`src/rtl/config.v`:
```
// Shared configuration for the sampling datapath.
// BITN: width of the random word and the probability word.
`ifndef CONFIG_V
`define CONFIG_V
`define BITN 8
`endif

```
`src/rtl/neuron_sampler.sv`:
```
// neuron_sampler
// Turns a stream of per-unit activation probabilities into binary unit vectors.
// Each accepted probability produces one sample bit. The bit comes from a random
// draw (rnd < prob) or from a deterministic threshold (prob >= 0.5) when meanField
// is set. NUNITS bits are packed into a vector, with a count of its ones. The
// vector is held until downstream takes it.
//
// Ports
//   clk        : clock; all state updates on its rising edge
//   reset      : synchronous, active-high reset
//   rnd        : uniform random word, changes every cycle
//   prob       : unsigned probability, 2^BITN represents 1.0
//   probValid  : prob is valid this cycle
//   probReady  : block accepts prob this cycle (COLLECT state)
//   meanField  : 1 selects the deterministic threshold
//   flush      : discard the partial or pending vector
//   vec        : sampled unit states, unit 0 at the LSB
//   onesCount  : number of ones in vec
//   vecValid   : vec and onesCount are valid (HOLD state)
//   vecReady   : downstream accepts vec
`include "config.v"

module neuron_sampler #(
    parameter int unsigned NUNITS = 16,
    parameter int unsigned CNTW   = 9
) (
    input  logic              clk,
    input  logic              reset,
    input  logic [`BITN-1:0]  rnd,
    input  logic [`BITN-1:0]  prob,
    input  logic              probValid,
    output logic              probReady,
    input  logic              meanField,
    input  logic              flush,
    output logic [NUNITS-1:0] vec,
    output logic [CNTW-1:0]   onesCount,
    output logic              vecValid,
    input  logic              vecReady
);

    typedef enum logic [0:0] {
        StCollect = 1'b0,
        StHold    = 1'b1
    } state_e;

    state_e            r_state;
    state_e            w_state_next;
    logic [CNTW-1:0]   r_idx;
    logic [CNTW-1:0]   w_idx_next;
    logic [NUNITS-1:0] r_vec;
    logic [NUNITS-1:0] w_vec_next;
    logic [CNTW-1:0]   r_ones;
    logic [CNTW-1:0]   w_ones_next;
    logic              w_bit;

    // Sample bit; the MSB of prob is exactly the prob >= 0.5 test.
    assign w_bit = meanField ? prob[`BITN-1] : (rnd < prob);

    always_comb begin
        w_state_next = r_state;
        w_idx_next   = r_idx;
        w_vec_next   = r_vec;
        w_ones_next  = r_ones;

        if (flush) begin
            // Flush beats both an accept and a vector handshake.
            w_state_next = StCollect;
            w_idx_next   = '0;
            w_vec_next   = '0;
            w_ones_next  = '0;
        end else if (r_state == StHold) begin
            if (vecReady) begin
                w_state_next = StCollect;
                w_vec_next   = '0;
                w_ones_next  = '0;
            end
        end else if (probValid) begin
            for (int i = 0; i < NUNITS; i++) begin
                if (r_idx == CNTW'(i)) begin
                    w_vec_next[i] = w_bit;
                end
            end
            w_ones_next = r_ones + CNTW'(w_bit);
            if (r_idx == CNTW'(NUNITS - 1)) begin
                w_idx_next   = '0;
                w_state_next = StHold;
            end else begin
                w_idx_next = r_idx + CNTW'(1);
            end
        end
    end

    always_ff @(posedge clk) begin
        if (reset) begin
            r_state <= StCollect;
            r_idx   <= '0;
            r_vec   <= '0;
            r_ones  <= '0;
        end else begin
            r_state <= w_state_next;
            r_idx   <= w_idx_next;
            r_vec   <= w_vec_next;
            r_ones  <= w_ones_next;
        end
    end

    assign probReady = (r_state == StCollect);
    assign vecValid  = (r_state == StHold);
    assign vec       = r_vec;
    assign onesCount = r_ones;

endmodule
```
`config.mk`:
```
export PLATFORM = sky130hd
export DESIGN_NAME = neuron_sampler
export DESIGN_NICKNAME = d
export VERILOG_FILES = /design/src/rtl/neuron_sampler.sv
export VERILOG_INCLUDE_DIRS = /design/src /design/src/rtl
export SDC_FILE = /design/constraint.sdc
export NUM_CORES = 1
export LEC_CHECK = 0
export ABC_AREA = 1
export CORE_ASPECT_RATIO = 1.75
export CORE_MARGIN = 2
export CORE_UTILIZATION = 49
export CTS_CLUSTER_SIZE = 12
export DETAILED_ROUTE_END_ITERATION = 7
export HOLD_SLACK_MARGIN = 0.06
export MAX_ROUTING_LAYER = met4
export PLACE_DENSITY = 0.8
export SLEW_MARGIN = 10
export SYNTH_ARGS = -nofsm -noshare
export SYNTH_HDL_FRONTEND = slang
export SYNTH_SLANG_ARGS = --single-unit
export TNS_END_PERCENT = 5
```
`constraint.sdc`:
```
create_clock -name clk -period 2.3 [get_ports clk]
set_clock_uncertainty 0.15 [all_clocks]
set_input_delay 0.23 -clock clk [delete_from_list [all_inputs] [get_ports clk]]
set_output_delay 0.23 -clock clk [all_outputs]
set_load 0.03 [all_outputs]
```
==> results.json <==
{
  "yosysTopAreaCell": "dfxtp_1",
  "n_antenna_cell": 0,
  "grtUsageMet3_pct": 3.24,
  "die_w_um": 51.9,
  "crit_type": "input port to register",
  "overflow": 0,
  "synthCells": 272,
  "initial_core_util_pct": 50.8,
  "first_global_vias": 2012,
  "slew_headroom_pct": 75.2,
  "ys.flop_type": "dfxtp_1",
  "final_max_slew_viol_count": 0,
  "crit_path_end_kind": "register",
  "cts_buffers": 5,
  "crit_path_start_kind": "input port",
  "cts.sinks": 35,
  "drv_cap": 0,
  "synthesis.area_um2": 1960,
  "yosysSeqAreaShare_pct": 35.7,
  "place.gp.congestion": 0.833,
  "cts_buffer_depth": 2,
  "cts_tree": "yes",
  "fin_area_um2": 2780,
  "synth_cell_types": 32,
  "ant_nets": 0,
  "finalSetupViolCount": 0,
  "cp.required_ns": 2.33,
  "busiest_layer": "met2",
  "finalCriticalPeriod_ns": 2.20,
  "timing.fmax_mhz": 454,
  "area_delta_synth_final_pct": 41.5,
  "grt_max_degree": 22,
  "p_per_area_nw_per_um2": 440,
  "ir_drop_uv": 420,
  "async_flop_share_pct": 0,
  "synth_area_leaders": "dfxtp_1, nand2_1, ha_1, a21oi_1, inv_1",
  "hold_path_class": "input port to register",
  "drive_gt1_share_pct": 16.6,
  "clk_pin_slew_ns": 0.07,
  "ys_ff_latch": 35,
  "grt_use_met1_pct": 23.4,
  "grt_pass1_wl_um": 8180,
  "yosys-top-cells-count": "nand2_1, inv_1, dfxtp_1",
  "fin_setup_tns_ns": 0,
  "root_buffer": "clkbuf_8",
  "yosysWarnings": 0,
  "yosysTopAreaCellShare_pct": 35.7,
  "io_pins": 49,
  "outcome": "completed",
  "globalRouteMet2Util_pct": 45.0,
  "fin_cells": 379,
  "worstMarginPinSlew_ns": 0.372,
  "die_h_um": 87.8,
  "drt-initial-drc-count": 48,
  "synth_nets": 307,
  "routed_wl_um": 4960,
  "clock_latency_ns": 0.29,
  "h-tree-depth": 2,
  "cp_max_fo": 3,
  "coreArea_um2": 3870,
  "dp_hpwl_um": 3520,
  "dr.pass1.iters": 4,
  "rows": 30,
  "postSynthAreaPerCell_um2": 7.22,
  "antenna_found_initial": 0,
  "dp_cells": 370,
  "p_total_uw": 1220,
  "place.port_buffers": 48,
  "grtUsageTotal_pct": 23.8,
  "avgViaCountPerCell": 5.27,
  "drcViolationCount": 0,
  "nNetsFinal": 365,
  "synth_edf_count": 0,
  "arrival_ns": 2.23,
  "finalHoldViolations": 0,
  "fin_crit_sh_pct": 95.8,
  "power.leakage_uw": 0.00127,
  "postPlaceCellArea_um2": 2520,
  "synth.most_common_cell": "nand2_1",
  "die_area_um2": 4550,
  "num_vias": 1996,
  "wl_per_cell_um": 13.1
}
-- layout make-up --
type | count | area, um2
clock buffer | 6 | 72.6
clock inverter | 2 | 12.5
fill | 312 | 1090
inverter | 39 | 146
multi-input combinational | 190 | 1180
sequential | 35 | 701
tap | 48 | 60.1
timing repair buffer | 59 | 606
-- report_power, final --
part	switching [uW]	internal [uW]
clock network	230	212
logic	87.4	82.9
registers	3.76	609
total	321	903
-- placed cells by master, fill, tap and decap left out, types with 2 or more instances in the layout --
cell type        count
nand2_1             44
clkdlybuf4s50_1     36
dfxtp_1             35
inv_1               33
a21oi_1             28
nor2_1              25
nand3_1             23
dlymetal6s2s_1      12
buf_4               10
o21ai_1              8
o21ai_0              7
inv_2                6
ha_4                 6
ha_1                 6
nand4_1              5
clkbuf_8             5
nand2_2              4
a211oi_1             4
a21oi_2              3
nand2_4              3
nand3_2              3
nor2_4               3
nor2_2               3
nor3b_2              2
xor2_1               2
nor3_1               2
-- layer usage --
metal	part of all wire [%]	vias up
met5	0	-
met4	1.4	0
met3	2.8	7
met2	58	54
met1	38	925
li1	-	1010
-- worst paths after layout --
path	slack [ns]	cells after the start	start	end
setup / recovery	0.1	17	rnd[2]	onesCount[8]
hold / removal	0.33	6	prob[7]	vec[15]
setup reg to reg	0.57	7	r_idx[0]	r_idx[7]
hold reg to reg	0.35	1	r_idx[7]	r_idx[7]
-- cell families (layout without fill, tap and decap cells) --
kind of cell               Yosys count  after routing  synth area share (%)
and+or+nand+nor                    120            120                  28.6
adders and majority gates           13             13                  8.28
AOI/OAI and AO/OA                   54             54                  14.9
DFF                                 35             35                  35.7
buffers and inverters               47            106                  11.2
xor gates and xnor gates             3              3                  1.34
-- registers in the layout, indices dropped and copies added (netlist names) --
| name | count |
|---|---|
| vecValid | 1 |
| r_idx | 9 |
| onesCount | 9 |
| vec | 16 |
-- repair_timing --
item,in CTS,in global routing
gates cloned,0,0
hold endpoints to repair,0,0
pin swaps,4,15
setup buffers,0,1
hold buffers,0,0
resized for setup,11,30
endpoints found under the setup margin,3,6
-- critical path, stage by stage --
cell and delay [ns]:
clkdlybuf4s50_1 0.46, ha_1 0.23, nand2_1 0.06, inv_1 0.04
nand2_1 0.05, nand2_1 0.05, nand2_1 0.07, nand2_2 0.07
nand2_4 0.09, ha_4 0.15, ha_4 0.14, nand3_4 0.09
nor2_4 0.10, nand4_1 0.07, inv_1 0.10, nand3_1 0.07
nor3b_2 0.15
-- through the flow --
| stage | util (%) | setup slack, ns | hold slack (ns) |
|---|---|---|---|
| finish | 71.9 | 0.0967 | 0.332 |
| global route | 71.9 | -0.105 | 0.384 |
| CTS | 69.0 | 0.00936 | 0.352 |
| detailed placement | 65.1 | -0.470 | 0.325 |
| global placement | 65.1 | -0.375 | 0.320 |
| floorplan | - | 0.160 | 0.262 |
Note: power is estimated with default switching activity, not from simulation.
